===== src/rtl/grid_display_reader_pkg.sv =====
// rtl/grid_display_reader_pkg.sv - shared VGA timing, playfield geometry and RGB332 layout
package grid_display_reader_pkg;

    localparam int H_VISIBLE_DEF = 640;
    localparam int H_FRONT_DEF   = 16;
    localparam int H_SYNC_DEF    = 96;
    localparam int H_TOTAL_DEF   = 800;
    localparam int V_VISIBLE_DEF = 480;
    localparam int V_FRONT_DEF   = 10;
    localparam int V_SYNC_DEF    = 2;
    localparam int V_TOTAL_DEF   = 525;
    localparam int ORIGIN_X_DEF  = 240;
    localparam int ORIGIN_Y_DEF  = 80;
    localparam int GRID_COLS_DEF = 10;
    localparam int GRID_ROWS_DEF = 20;

    localparam int CELL_SHIFT = 4;
    localparam int CNT_W      = 10;
    localparam int ADDR_W     = 8;
    localparam int COL_W      = 4;
    localparam int ROW_W      = 5;

    // RGB332 byte layout: red in [7:5], green in [4:2], blue in [1:0]
    typedef struct packed {
        logic [2:0] red;
        logic [2:0] green;
        logic [1:0] blue;
    } rgb332_t;

    typedef struct packed {
        logic hsync_n;
        logic vsync_n;
        logic active;
        logic frame_start;
    } video_ctl_t;

    localparam video_ctl_t CTL_IDLE = '{hsync_n: 1'b1, vsync_n: 1'b1, active: 1'b0, frame_start: 1'b0};

    // row*10 + col built from shifts so no multiplier is inferred
    function automatic logic [ADDR_W-1:0] cell_address(input logic [ROW_W-1:0] row,
                                                       input logic [COL_W-1:0] col);
        return ADDR_W'({row, 3'b000}) + ADDR_W'({row, 1'b0}) + ADDR_W'(col);
    endfunction

endpackage


===== src/rtl/grid_display_reader_vga_timing.sv =====
// rtl/grid_display_reader_vga_timing.sv - h/v counters with raw sync, active and frame-start flags
module vga_timing
    import grid_display_reader_pkg::*;
#(
    parameter int H_VISIBLE = H_VISIBLE_DEF,
    parameter int H_FRONT   = H_FRONT_DEF,
    parameter int H_SYNC    = H_SYNC_DEF,
    parameter int H_TOTAL   = H_TOTAL_DEF,
    parameter int V_VISIBLE = V_VISIBLE_DEF,
    parameter int V_FRONT   = V_FRONT_DEF,
    parameter int V_SYNC    = V_SYNC_DEF,
    parameter int V_TOTAL   = V_TOTAL_DEF
) (
    input  logic             clk,
    input  logic             reset,
    output logic [CNT_W-1:0] h_o,
    output logic [CNT_W-1:0] v_o,
    output video_ctl_t       ctl_o
);

    localparam logic [CNT_W-1:0] H_LAST   = CNT_W'(H_TOTAL - 1);
    localparam logic [CNT_W-1:0] V_LAST   = CNT_W'(V_TOTAL - 1);
    localparam logic [CNT_W-1:0] H_VIS    = CNT_W'(H_VISIBLE);
    localparam logic [CNT_W-1:0] V_VIS    = CNT_W'(V_VISIBLE);
    localparam logic [CNT_W-1:0] HS_START = CNT_W'(H_VISIBLE + H_FRONT);
    localparam logic [CNT_W-1:0] HS_END   = CNT_W'(H_VISIBLE + H_FRONT + H_SYNC);
    localparam logic [CNT_W-1:0] VS_START = CNT_W'(V_VISIBLE + V_FRONT);
    localparam logic [CNT_W-1:0] VS_END   = CNT_W'(V_VISIBLE + V_FRONT + V_SYNC);

    logic [CNT_W-1:0] h_q, h_d;
    logic [CNT_W-1:0] v_q, v_d;

    always_comb begin
        h_d = h_q + CNT_W'(1);
        v_d = v_q;
        if (h_q == H_LAST) begin
            h_d = '0;
            v_d = (v_q == V_LAST) ? '0 : v_q + CNT_W'(1);
        end
    end

    always_ff @(posedge clk) begin
        if (reset) begin
            h_q <= '0;
            v_q <= '0;
        end else begin
            h_q <= h_d;
            v_q <= v_d;
        end
    end

    always_comb begin
        ctl_o             = CTL_IDLE;
        ctl_o.hsync_n     = !((h_q >= HS_START) && (h_q < HS_END));
        ctl_o.vsync_n     = !((v_q >= VS_START) && (v_q < VS_END));
        ctl_o.active      = (h_q < H_VIS) && (v_q < V_VIS);
        ctl_o.frame_start = (h_q == '0) && (v_q == '0);
    end

    assign h_o = h_q;
    assign v_o = v_q;

endmodule


===== src/rtl/grid_display_reader.sv =====
// rtl/grid_display_reader.sv - playfield RAM reader producing aligned VGA colour and sync
module grid_display_reader
    import grid_display_reader_pkg::*;
#(
    parameter int H_VISIBLE = H_VISIBLE_DEF,
    parameter int H_FRONT   = H_FRONT_DEF,
    parameter int H_SYNC    = H_SYNC_DEF,
    parameter int H_TOTAL   = H_TOTAL_DEF,
    parameter int V_VISIBLE = V_VISIBLE_DEF,
    parameter int V_FRONT   = V_FRONT_DEF,
    parameter int V_SYNC    = V_SYNC_DEF,
    parameter int V_TOTAL   = V_TOTAL_DEF,
    parameter int ORIGIN_X  = ORIGIN_X_DEF,
    parameter int ORIGIN_Y  = ORIGIN_Y_DEF,
    parameter int GRID_COLS = GRID_COLS_DEF,
    parameter int GRID_ROWS = GRID_ROWS_DEF
) (
    input  logic              clk,
    input  logic              reset,
    output logic [ADDR_W-1:0] grid_address,
    output logic              grid_read_en,
    input  logic [7:0]        tetris_grid_in,
    output logic              hsync,
    output logic              vsync,
    output logic [2:0]        red,
    output logic [2:0]        green,
    output logic [1:0]        blue,
    output logic              video_active,
    output logic              frame_start
);

    localparam logic [CNT_W-1:0] GX_LO = CNT_W'(ORIGIN_X);
    localparam logic [CNT_W-1:0] GX_HI = CNT_W'(ORIGIN_X + (GRID_COLS << CELL_SHIFT));
    localparam logic [CNT_W-1:0] GY_LO = CNT_W'(ORIGIN_Y);
    localparam logic [CNT_W-1:0] GY_HI = CNT_W'(ORIGIN_Y + (GRID_ROWS << CELL_SHIFT));

    logic [CNT_W-1:0] h, v;
    video_ctl_t       ctl0;

    vga_timing #(
        .H_VISIBLE (H_VISIBLE),
        .H_FRONT   (H_FRONT),
        .H_SYNC    (H_SYNC),
        .H_TOTAL   (H_TOTAL),
        .V_VISIBLE (V_VISIBLE),
        .V_FRONT   (V_FRONT),
        .V_SYNC    (V_SYNC),
        .V_TOTAL   (V_TOTAL)
    ) u_timing (
        .clk   (clk),
        .reset (reset),
        .h_o   (h),
        .v_o   (v),
        .ctl_o (ctl0)
    );

    logic             in_grid;
    logic [COL_W-1:0] col;
    logic [ROW_W-1:0] row;

    always_comb begin
        in_grid = (h >= GX_LO) && (h < GX_HI) && (v >= GY_LO) && (v < GY_HI);
        col     = COL_W'((h - GX_LO) >> CELL_SHIFT);
        row     = ROW_W'((v - GY_LO) >> CELL_SHIFT);
    end

    logic [ADDR_W-1:0] addr_q, addr_d;
    logic              en1_q, en2_q;
    video_ctl_t        ctl1_q, ctl2_q, ctl3_q;
    rgb332_t           rgb_q, rgb_d;

    // RAM data is only trusted in the cycle matched to a registered read
    always_comb begin
        addr_d = addr_q;
        if (in_grid) begin
            addr_d = cell_address(row, col);
        end
        rgb_d = '0;
        if (en2_q && ctl2_q.active) begin
            rgb_d = rgb332_t'(tetris_grid_in);
        end
    end

    always_ff @(posedge clk) begin
        if (reset) begin
            addr_q <= '0;
            en1_q  <= 1'b0;
            en2_q  <= 1'b0;
            ctl1_q <= CTL_IDLE;
            ctl2_q <= CTL_IDLE;
            ctl3_q <= CTL_IDLE;
            rgb_q  <= '0;
        end else begin
            addr_q <= addr_d;
            en1_q  <= in_grid;
            en2_q  <= en1_q;
            ctl1_q <= ctl0;
            ctl2_q <= ctl1_q;
            ctl3_q <= ctl2_q;
            rgb_q  <= rgb_d;
        end
    end

    assign grid_address = addr_q;
    assign grid_read_en = en1_q;
    assign hsync        = ctl3_q.hsync_n;
    assign vsync        = ctl3_q.vsync_n;
    assign video_active = ctl3_q.active;
    assign frame_start  = ctl3_q.frame_start;
    assign red          = rgb_q.red;
    assign green        = rgb_q.green;
    assign blue         = rgb_q.blue;

endmodule


===== config.mk =====
export PLATFORM = sky130hd
export DESIGN_NAME = grid_display_reader
export DESIGN_NICKNAME = d
export VERILOG_FILES = /design/src/rtl/grid_display_reader_pkg.sv /design/src/rtl/grid_display_reader_vga_timing.sv /design/src/rtl/grid_display_reader.sv
export SDC_FILE = /design/constraint.sdc
export NUM_CORES = 1
export LEC_CHECK = 0
export CAP_MARGIN = 0
export CELL_PAD_IN_SITES_DETAIL_PLACEMENT = 1
export CELL_PAD_IN_SITES_GLOBAL_PLACEMENT = 2
export CORE_MARGIN = 4
export CORE_UTILIZATION = 34
export DETAILED_ROUTE_END_ITERATION = 6
export PLACE_DENSITY_LB_ADDON = 0.1
export SLEW_MARGIN = 20
export SYNTH_ARGS = -nofsm -noshare
export SYNTH_HDL_FRONTEND = slang
export SYNTH_HIERARCHICAL = 1
export SYNTH_SLANG_ARGS = --single-unit

===== constraint.sdc =====
create_clock -name clk -period 3.15 [get_ports clk]
set_input_delay 0.63 -clock clk [delete_from_list [all_inputs] [get_ports clk]]
set_output_delay 0.63 -clock clk [all_outputs]
set_load 0.1 [all_outputs]

# Yosys cells after proc, flatten, opt, wreduce, memory -nomap -nowiden
# Cells that the tools add are included.
# op_classes
add_sub_neg	6
order_cmp	10
n_eq_ne	2
n_mux	1
bitwise_logic	1
reduce_logical	14
# op_table
op	n
less-than comparator 10 x 9 -> 1 bit (second input constant)	4
adder 10 x 1 -> 10 bit (second input constant)	2
== test 10 bit (second input constant)	2
logical NOT 10 bit	2
less-than comparator 10 bit (second input constant)	2
greater-or-equal comparator 10 bit (second input constant)	1
greater-or-equal comparator 10 x 7 -> 1 bit (second input constant)	1
greater-or-equal comparator 10 x 8 -> 1 bit (second input constant)	1
greater-or-equal comparator 10 x 9 -> 1 bit (second input constant)	1
2-to-1 mux 10 bit	1
subtractor 9 x 7 -> 9 bit (second input constant)	1
adder 8 x 4 -> 8 bit	1
adder 8 x 6 -> 8 bit	1
logical AND 1 bit	8
subtractor 8 bit (second input constant)	1
OR reduction 2 bit	2
logical NOT 1 bit	2
NOT 1 bit	1
# totals
regBits	50
in_bits	10
output_inout_bits	21

# Longest topological paths before layout
# logic_depth
word_depth	4
depth_mapped	12
depth_no_buf	12

# Modules after synthesis
# Netlist, hierarchy kept.
# modules_own_cells
mod	n_inst	cells_per_inst	area_each_um2	seq_area_each_um2
grid_display_reader	1	130	1385.1	600.6
vga_timing	1	129	1086.0	400.4

# Least setup slack after synthesis
# OpenSTA, ideal clock, no wires.
# synth_path
path_kind	flip-flop to flip-flop
from	register u_timing.v_q[4], in the netlist u_timing/v_o[4]
to	register addr_q[7], in the netlist grid_address[7]
setup_time_ns	0.136
arrival_time_ns	2.504
setup_slack_ns	0.510
stages_incl_launch_ff	11
path_cell_list	dfxtp_1 inv_1 ha_1 xnor2_1 fa_1 ha_1 a211oi_1 o21bai_1 a21oi_1 xor2_1 a211oi_2
# synth_via
elab_chain_len	3
word_cells_on_any_way	7
classes_between	add/sub: 3; order compare: 2; reduce/logical: 2
# synth_lines
element	line	text
start, declared	grid_display_reader_vga_timing.sv:31	logic [CNT_W-1:0] v_q, v_d;
start signal, assigned	grid_display_reader_vga_timing.sv:48	v_q <= v_d;
subtractor 9 x 7 -> 9 bit / greater-or-equal comparator 10 x 7 -> 1 bit (equally long branches)	grid_display_reader.sv:64, grid_display_reader.sv:62	
adder 8 x 6 -> 8 bit / logical AND 1 bit (equally long branches)	grid_display_reader_pkg.sv:42, grid_display_reader.sv:62	
adder 8 x 4 -> 8 bit / logical AND 1 bit (equally long branches)	grid_display_reader_pkg.sv:42, grid_display_reader.sv:62	
end signal, assigned	grid_display_reader.sv:94	addr_q <= addr_d;
end, declared	grid_display_reader.sv:67	logic [ADDR_W-1:0] addr_q, addr_d;
# Several ways; a longest one is shown, not always the timed one.
# A chain may end at the register's enable or synchronous reset.

# Worst setup path in the final report
# layout_path
from	register u_timing.v_q[5], in the netlist u_timing/v_o[5]
to	register addr_q[7], in the netlist grid_address[7]
# Same word-level chain as after synthesis.

==> impl_metrics.xml <==
<?xml version="1.0" encoding="UTF-8"?>
<metrics>
  <group name="run_status">
    <metric name="status" unit="">finished clean</metric>
  </group>
  <group name="global_route">
    <metric name="met3_usage" unit="%">3.30</metric>
    <metric name="number_of_global_route_vias_before_repair" unit="">1874</metric>
    <metric name="grt.met2_usage" unit="%">22.2</metric>
    <metric name="grt_overflow" unit="">0</metric>
    <metric name="grt.busiest_layer" unit="">met2</metric>
    <metric name="gr-usage-all-layers" unit="%">13.5</metric>
    <metric name="grt.met1_usage" unit="%">17.6</metric>
    <metric name="grt_first_pass_wirelength" unit="um">9310</metric>
    <metric name="antenna_found_initial" unit="">0</metric>
    <metric name="grt_start_max_net_pins" unit="">26</metric>
  </group>
  <group name="die">
    <metric name="initial_core_util" unit="%">35.6</metric>
    <metric name="die_area" unit="mm^2">0.00870</metric>
    <metric name="placementRows" unit="">30</metric>
    <metric name="placeableCoreArea" unit="mm^2">0.00694</metric>
    <metric name="floorplan.die.width" unit="um">93.3</metric>
    <metric name="die_height" unit="um">93.3</metric>
    <metric name="io-pin-count" unit="">31</metric>
  </group>
  <group name="drt">
    <metric name="remaining_drc_errors" unit="">0</metric>
    <metric name="first_iter_violations" unit="">20</metric>
    <metric name="antenna_violation_net_count_after_detailed_routing" unit="">0</metric>
    <metric name="avgViaCountPerCell" unit="">4.80</metric>
    <metric name="dr.pass1.iters" unit="">4</metric>
    <metric name="drt-total-wl" unit="um">5480</metric>
    <metric name="route.vias.total" unit="">1883</metric>
    <metric name="wl_per_cell" unit="um">14.0</metric>
  </group>
  <group name="pwr">
    <metric name="power.share.combinational" unit="%">4.3</metric>
    <metric name="net_switching_power_figure" unit="mW">0.272</metric>
    <metric name="ir_drop" unit="uV">171</metric>
    <metric name="p_per_area" unit="mW/mm^2">373</metric>
    <metric name="power_report.internal_total" unit="mW">0.827</metric>
    <metric name="cellLeakagePower" unit="nW">1.14</metric>
    <metric name="clock_network_power_share" unit="%">37.1</metric>
    <metric name="swShare" unit="%">24.7</metric>
    <metric name="power_frac_seq" unit="%">58.7</metric>
  </group>
  <group name="logic_synthesis">
    <metric name="post-synth-top-area-fraction" unit="%">40.5</metric>
    <metric name="netlist.top_cell.by_area" unit="">sky130_fd_sc_hd__dfxtp_1</metric>
    <metric name="synth_area" unit="mm^2">0.00247</metric>
    <metric name="leading_cell_types_by_total_area_after_synthesis" unit="">sky130_fd_sc_hd__dfxtp_1, sky130_fd_sc_hd__ha_1, sky130_fd_sc_hd__xnor2_1</metric>
    <metric name="synth.avg_cell_area" unit="um^2">9.54</metric>
    <metric name="post_synth_cell_types" unit="">49</metric>
    <metric name="synth-warning-count" unit="">6</metric>
    <metric name="synth_seq_area_share" unit="%">40.5</metric>
    <metric name="asyncSetResetFlopFracSynth" unit="%">0</metric>
    <metric name="synth_edf_count" unit="">0</metric>
    <metric name="synth-seq-cells" unit="">50</metric>
    <metric name="ys_top_cells_by_count" unit="">sky130_fd_sc_hd__dfxtp_1, sky130_fd_sc_hd__nor2_1, sky130_fd_sc_hd__ha_1</metric>
    <metric name="synthFlopType" unit="">sky130_fd_sc_hd__dfxtp_1</metric>
    <metric name="post-synth-top-count-cell" unit="">sky130_fd_sc_hd__dfxtp_1</metric>
    <metric name="synth_cells" unit="">259</metric>
    <metric name="synth_fp_nets" unit="">289</metric>
  </group>
  <group name="critical_path">
    <metric name="worstPathArrival" unit="ps">2930</metric>
    <metric name="r2r_start" unit="">u_timing/v_o[5]</metric>
    <metric name="critical_path.startpoint_type" unit="">register</metric>
    <metric name="worstSetupEndpointType" unit="">register</metric>
    <metric name="r2r.worst_path.cells" unit="">10</metric>
    <metric name="timing.critical_path.from" unit="">u_timing/v_o[5]</metric>
    <metric name="timing.critical_path.to" unit="">grid_address[7]</metric>
    <metric name="capture_point_of_the_worst_reg_to_reg_path" unit="">grid_address[7]</metric>
    <metric name="cp.required" unit="ps">3350</metric>
    <metric name="worst-setup-path-type" unit="">register to register</metric>
    <metric name="reg2reg_slack" unit="ps">410</metric>
    <metric name="critical_path_peak_fanout" unit="">7</metric>
  </group>
  <group name="placed_design">
    <metric name="routabilityCongestion" unit="">0.768</metric>
    <metric name="placed_cells_incl_taps" unit="">384</metric>
    <metric name="pre_cts_slack" unit="ps">419</metric>
    <metric name="place_area" unit="mm^2">0.00285</metric>
    <metric name="place_hpwl" unit="um">4160</metric>
    <metric name="buffer_ports.inserted" unit="">30</metric>
  </group>
  <group name="worst_hold_path">
    <metric name="hold_class" unit="">register to register</metric>
    <metric name="hold_path.startpoint" unit="">ctl1_q[2]</metric>
    <metric name="number_of_cells_traversed_by_the_worst_hold_path" unit="">1</metric>
  </group>
  <group name="sta">
    <metric name="fin_crit" unit="ps">2740</metric>
    <metric name="unrepaired_setup_endpoints_after_global_routing" unit="">false</metric>
    <metric name="slew_headroom" unit="%">49.9</metric>
    <metric name="finalSetupViolCount" unit="">0</metric>
    <metric name="finalCritPeriodShare" unit="%">86.9</metric>
    <metric name="tns" unit="ps">0</metric>
    <metric name="slew_viol_final" unit="">0</metric>
    <metric name="fin_ws" unit="ps">414</metric>
    <metric name="clock_skew" unit="ps">5.59</metric>
    <metric name="max_slew.worst_pin.slew" unit="ps">746</metric>
    <metric name="timing.fmax" unit="MHz">366</metric>
    <metric name="final-hold-violation-count" unit="">0</metric>
  </group>
  <group name="clock_tree">
    <metric name="clock_transition_at_the_registers_of_the_reported_paths" unit="ps">100</metric>
    <metric name="hold_buffers" unit="">0</metric>
    <metric name="clock_path_buffers" unit="">2</metric>
    <metric name="h_tree_lvls" unit="">2</metric>
    <metric name="cts_buffers" unit="">5</metric>
    <metric name="clock_sink_count" unit="">50</metric>
    <metric name="clk_latency" unit="ps">310</metric>
    <metric name="cts_resized" unit="">0</metric>
    <metric name="postCtsSetupBuffers" unit="">0</metric>
    <metric name="clock_tree.root_cell" unit="">sky130_fd_sc_hd__clkbuf_8</metric>
    <metric name="cts_tree" unit="">done</metric>
  </group>
  <group name="layout">
    <metric name="drive_above_1_share" unit="%">20.3</metric>
    <metric name="antenna_cells_inserted" unit="">0</metric>
    <metric name="layout.nets" unit="">325</metric>
    <metric name="layoutNonFillerInstCount" unit="">392</metric>
    <metric name="stdcell_area" unit="mm^2">0.00295</metric>
    <metric name="flow.area_growth_from_synthesis" unit="%">19.4</metric>
  </group>
  <group name="flow_run">
    <metric name="drv.max_cap_violation_count" unit="">0</metric>
  </group>
</metrics>
==> stage by stage <==
| stage | util (%) | hold WS [ps] | power, mW |
|---|---|---|---|
| after floorplan | - | 389 | 0.685 |
| final | 42.5 | 421 | 1.10 |
| after global routing | 42.5 | 440 | 1.15 |
| after CTS | 42.5 | 428 | 1.12 |
| after detailed placement | 41.1 | 402 | 0.707 |
| after global placement | 41.1 | 392 | 0.707 |
==> flip-flops by register name, indices dropped and copies added (netlist names) <==
register / flops
grid_address: 8
ctl1_q: 4
u_timing/v_o: 10
u_timing/h_o: 10
ctl2_q: 4
grid_read_en: 1
video_active: 1
green: 3
blue: 2
vsync: 1
hsync: 1
red: 3
en2_q: 1
frame_start: 1
==> cell usage in the layout (no fill, tap or decap), types with 6 or more instances in the layout <==
master,instances
sky130_fd_sc_hd__nor4_1,7
sky130_fd_sc_hd__buf_4,28
sky130_fd_sc_hd__ha_1,18
sky130_fd_sc_hd__or2_2,7
sky130_fd_sc_hd__nor2_1,26
sky130_fd_sc_hd__nand3_1,9
sky130_fd_sc_hd__dfxtp_1,50
sky130_fd_sc_hd__clkdlybuf4s50_1,9
sky130_fd_sc_hd__xor2_1,9
sky130_fd_sc_hd__xnor2_1,13
sky130_fd_sc_hd__nor2b_1,12
sky130_fd_sc_hd__inv_1,17
sky130_fd_sc_hd__and3_1,10
sky130_fd_sc_hd__a21oi_1,6
sky130_fd_sc_hd__nand2_1,8
==> kinds of logic (layout without fill, tap and decap cells) <==
kind of cell,count (synthesis),count (layout),synth area share [%]
AOI/OAI and AO/OA,25,25,7.49
xor gates and xnor gates,22,22,7.80
buffers and inverters,25,62,4.15
and+or+nand+nor,112,112,27.3
DFF,50,50,40.5
muxes,5,5,2.03
adders and majority gates,20,20,10.7
==> power by group through the flow <==
stage	combinational, mW	clock [mW]	sequential, mW
global route	0.0521	0.456	0.646
floorplan	0.0197	0	0.666
CTS	0.0482	0.427	0.645
detailed placement	0.0478	0	0.660
finish	0.0470	0.408	0.645
global placement	0.0478	0	0.659
==> how the worst min path moves through the flow <==
stage | to | slack, ps
4_1_cts | ctl2_q[2] | 430
2_1_floorplan | ctl2_q[2] | 390
5_1_grt | ctl2_q[2] | 440
3_3_place_gp | vsync | 390
6_report | ctl2_q[2] | 420
3_5_place_dp | ctl2_q[2] | 400
==> per-layer routing <==
metal	routed length [um]	vias to the layer above
met5	0	-
met2	2620	29
li1	-	957
met1	2610	892
met4	59	0
met3	183	5
==> critical path: stages (launching register included) <==
cell,delay (ps)
sky130_fd_sc_hd__dfxtp_1,450
sky130_fd_sc_hd__inv_1,90
sky130_fd_sc_hd__ha_1,220
sky130_fd_sc_hd__xnor2_1,250
sky130_fd_sc_hd__fa_1,490
sky130_fd_sc_hd__ha_1,330
sky130_fd_sc_hd__a211oi_1,210
sky130_fd_sc_hd__o21bai_1,110
sky130_fd_sc_hd__a21oi_1,180
sky130_fd_sc_hd__xor2_1,210
sky130_fd_sc_hd__a211oi_2,90
==> area by class of cell <==
type / instances / area (um^2)
Fill cell: 832 / 3990
Tap cell: 96 / 120
Multi-Input combinational cell: 184 / 1370
Timing Repair Buffer: 37 / 300
Sequential cell: 50 / 1000
Clock buffer: 5 / 68.8
Inverter: 17 / 63.8
Clock inverter: 3 / 28.8
Power figures use the tool's default switching activity.
==> RTL edit, RTL diff (same settings) <==
Set the package constant `ROW_W` to 10 (it was 5).
--- a/src/rtl/grid_display_reader_pkg.sv
+++ b/src/rtl/grid_display_reader_pkg.sv
@@ -18,7 +18,7 @@
     localparam int CNT_W      = 10;
     localparam int ADDR_W     = 8;
     localparam int COL_W      = 4;
-    localparam int ROW_W      = 5;
+    localparam int ROW_W      = 10;
 
     // RGB332 byte layout: red in [7:5], green in [4:2], blue in [1:0]
     typedef struct packed {
Formal check against the unedited RTL: equivalent (equiv_simple and equiv_induct, registers matched by name and starting in step).
==> RTL edit against the unedited design <==
  * Power up 0.36%
  * Sequential cell count unchanged
  * Highest routed layer unchanged
  * Setup slack got worse by 0.042 ns
  * Final area increased by 0.42%
  * Routed wire length fell by 0.46%
  * Area after synthesis up 0.51%
  * Combinational power is 2% higher
  * Hold slack lost 0.0056 ns
==> RTL edit: results (changes against the unedited design) <==
Drt
  • Via density: 4.85 (+0.95%)
  • Iteration-0 DRC Markers: 36 (+80%)
  • Total Routed Length: 5450 um (-0.46%)

Cells and area
  • Ant diodes: 0 (unchanged)
  • Final cell count without fillers: 391 (-0.26%)
  • Layout cells sized above 1: 20.0% (-0.27 points)
  • Fill cell count: 817 (-1.8%)
  • Area occupied by multi-input gates: 0.00139 sq mm (+1.7%)

Timing
  • Rel. slew slack: 67.2% (+17 points)
  • Layout Skew: 0.0174 ns (+0.0118 ns)
  • Worst hold slack: 0.415 ns (-0.00559 ns)
  • Final Worst Setup Slack: 0.372 ns (-0.0420 ns)

Place
  • DP Area: 0.00287 sq mm (+0.44%)
  • # port buffers: 30 (unchanged)
  • Detailed Place HPWL: 4040 um (-2.7%)
  • Worst Setup Slack post-DPL: 0.384 ns (-0.0345 ns)
  • Dpl cells: 383 (-0.26%)
  • GP Congestion: 0.722 (-6.1%)

Synth
  • Seq/Total Area, Yosys: 40.3% (-0.20 points)
  • Synth Area in XOR/XNOR: 9.42% (+1.6 points)
  • Yosys cell types: 51 (+4.1%)
  • Synth cell count leaders: dfxtp_1, nor2_1, ha_1
  • Adder-cell area share of the yosys netlist: 11.2% (+0.45 points)
  • Post-synthesis mux area share: 2.42% (+0.39 points)
  • Syn Inst Count: 258 (-0.39%)
  • Post-synthesis compound-gate area fraction: 6.80% (-0.69 points)

Min path
  • Hold Crit Start: ctl1_q[3]
  • Worst Hold End: ctl2_q[3]

Outcome
  • Status: completed

Global route
  • First-pass GRT wire length: 9520 um (+2.3%)
  • Global-route met3 utilization: 2.74% (-0.56 points)
  • Vias in the first global route: 1925 (+2.7%)
  • Met2 Track Usage GR: 22.0% (-0.24 points)
  • Largest net degree at the start of global routing: 19 (-27%)
  • All-Layer GR Usage: 13.5% (-0.027 points)

Power and ir drop
  • Sw Ratio: 24.9% (+0.17 points)
  • Max VDD drop: 176 uV (+2.8%)
  • Leakage: 1.18 nW (+3.6%)
  • Seq pwr share: 58.4% (-0.3 points)
  • Clock group share of total power: 37.2% (about the same)

Clock network
  • Clk buf depth: 2 (unchanged)
  • Clock latency on the worst-skew pair: 0.31 ns (about the same)

Worst setup path
  • Arr. time, crit path: 2.98 ns (+0.05 ns)
  • Length in cells of the worst reg-to-reg path: 10 (unchanged)
  • Crit Reg-Reg Endpoint: grid_address[6]
RTL edit: cell count changes after synthesis, sizes merged, moves of 2 or more:
| cell | before | now |
|---|---|---|
| inv | 17 | 14 |
| xnor2 | 13 | 15 |
| and2b | 0 | 2 |
| a21o | 1 | 3 |
| nor2b | 12 | 9 |
| a211oi | 5 | 3 |
RTL edit: area by class of cell:
class / count / share of cell area [%]
inverter: 14 / 1.77
clock inverter: 3 / 0.971
clock buffer: 5 / 2.32
tap: 96 / 4.05
sequential: 50 / 33.8
timing repair buffer: 37 / 10.1
multi-input combinational: 186 / 47.0
RTL edit: kinds of logic after synthesis:
family | after synthesis
and+or+nand+nor | 110
DFF | 50
xor gates and xnor gates | 25
AOI/OAI and AO/OA | 24
buffers and inverters | 22
adders and majority gates | 21
muxes | 6
RTL edit: layer usage:
| metal | vias up | share of wire, % |
|---|---|---|
| met2 | 27 | 48 |
| met4 | 0 | 1.0 |
| met5 | - | 0 |
| met1 | 911 | 48 |
| li1 | 954 | - |
| met3 | 4 | 3.2 |
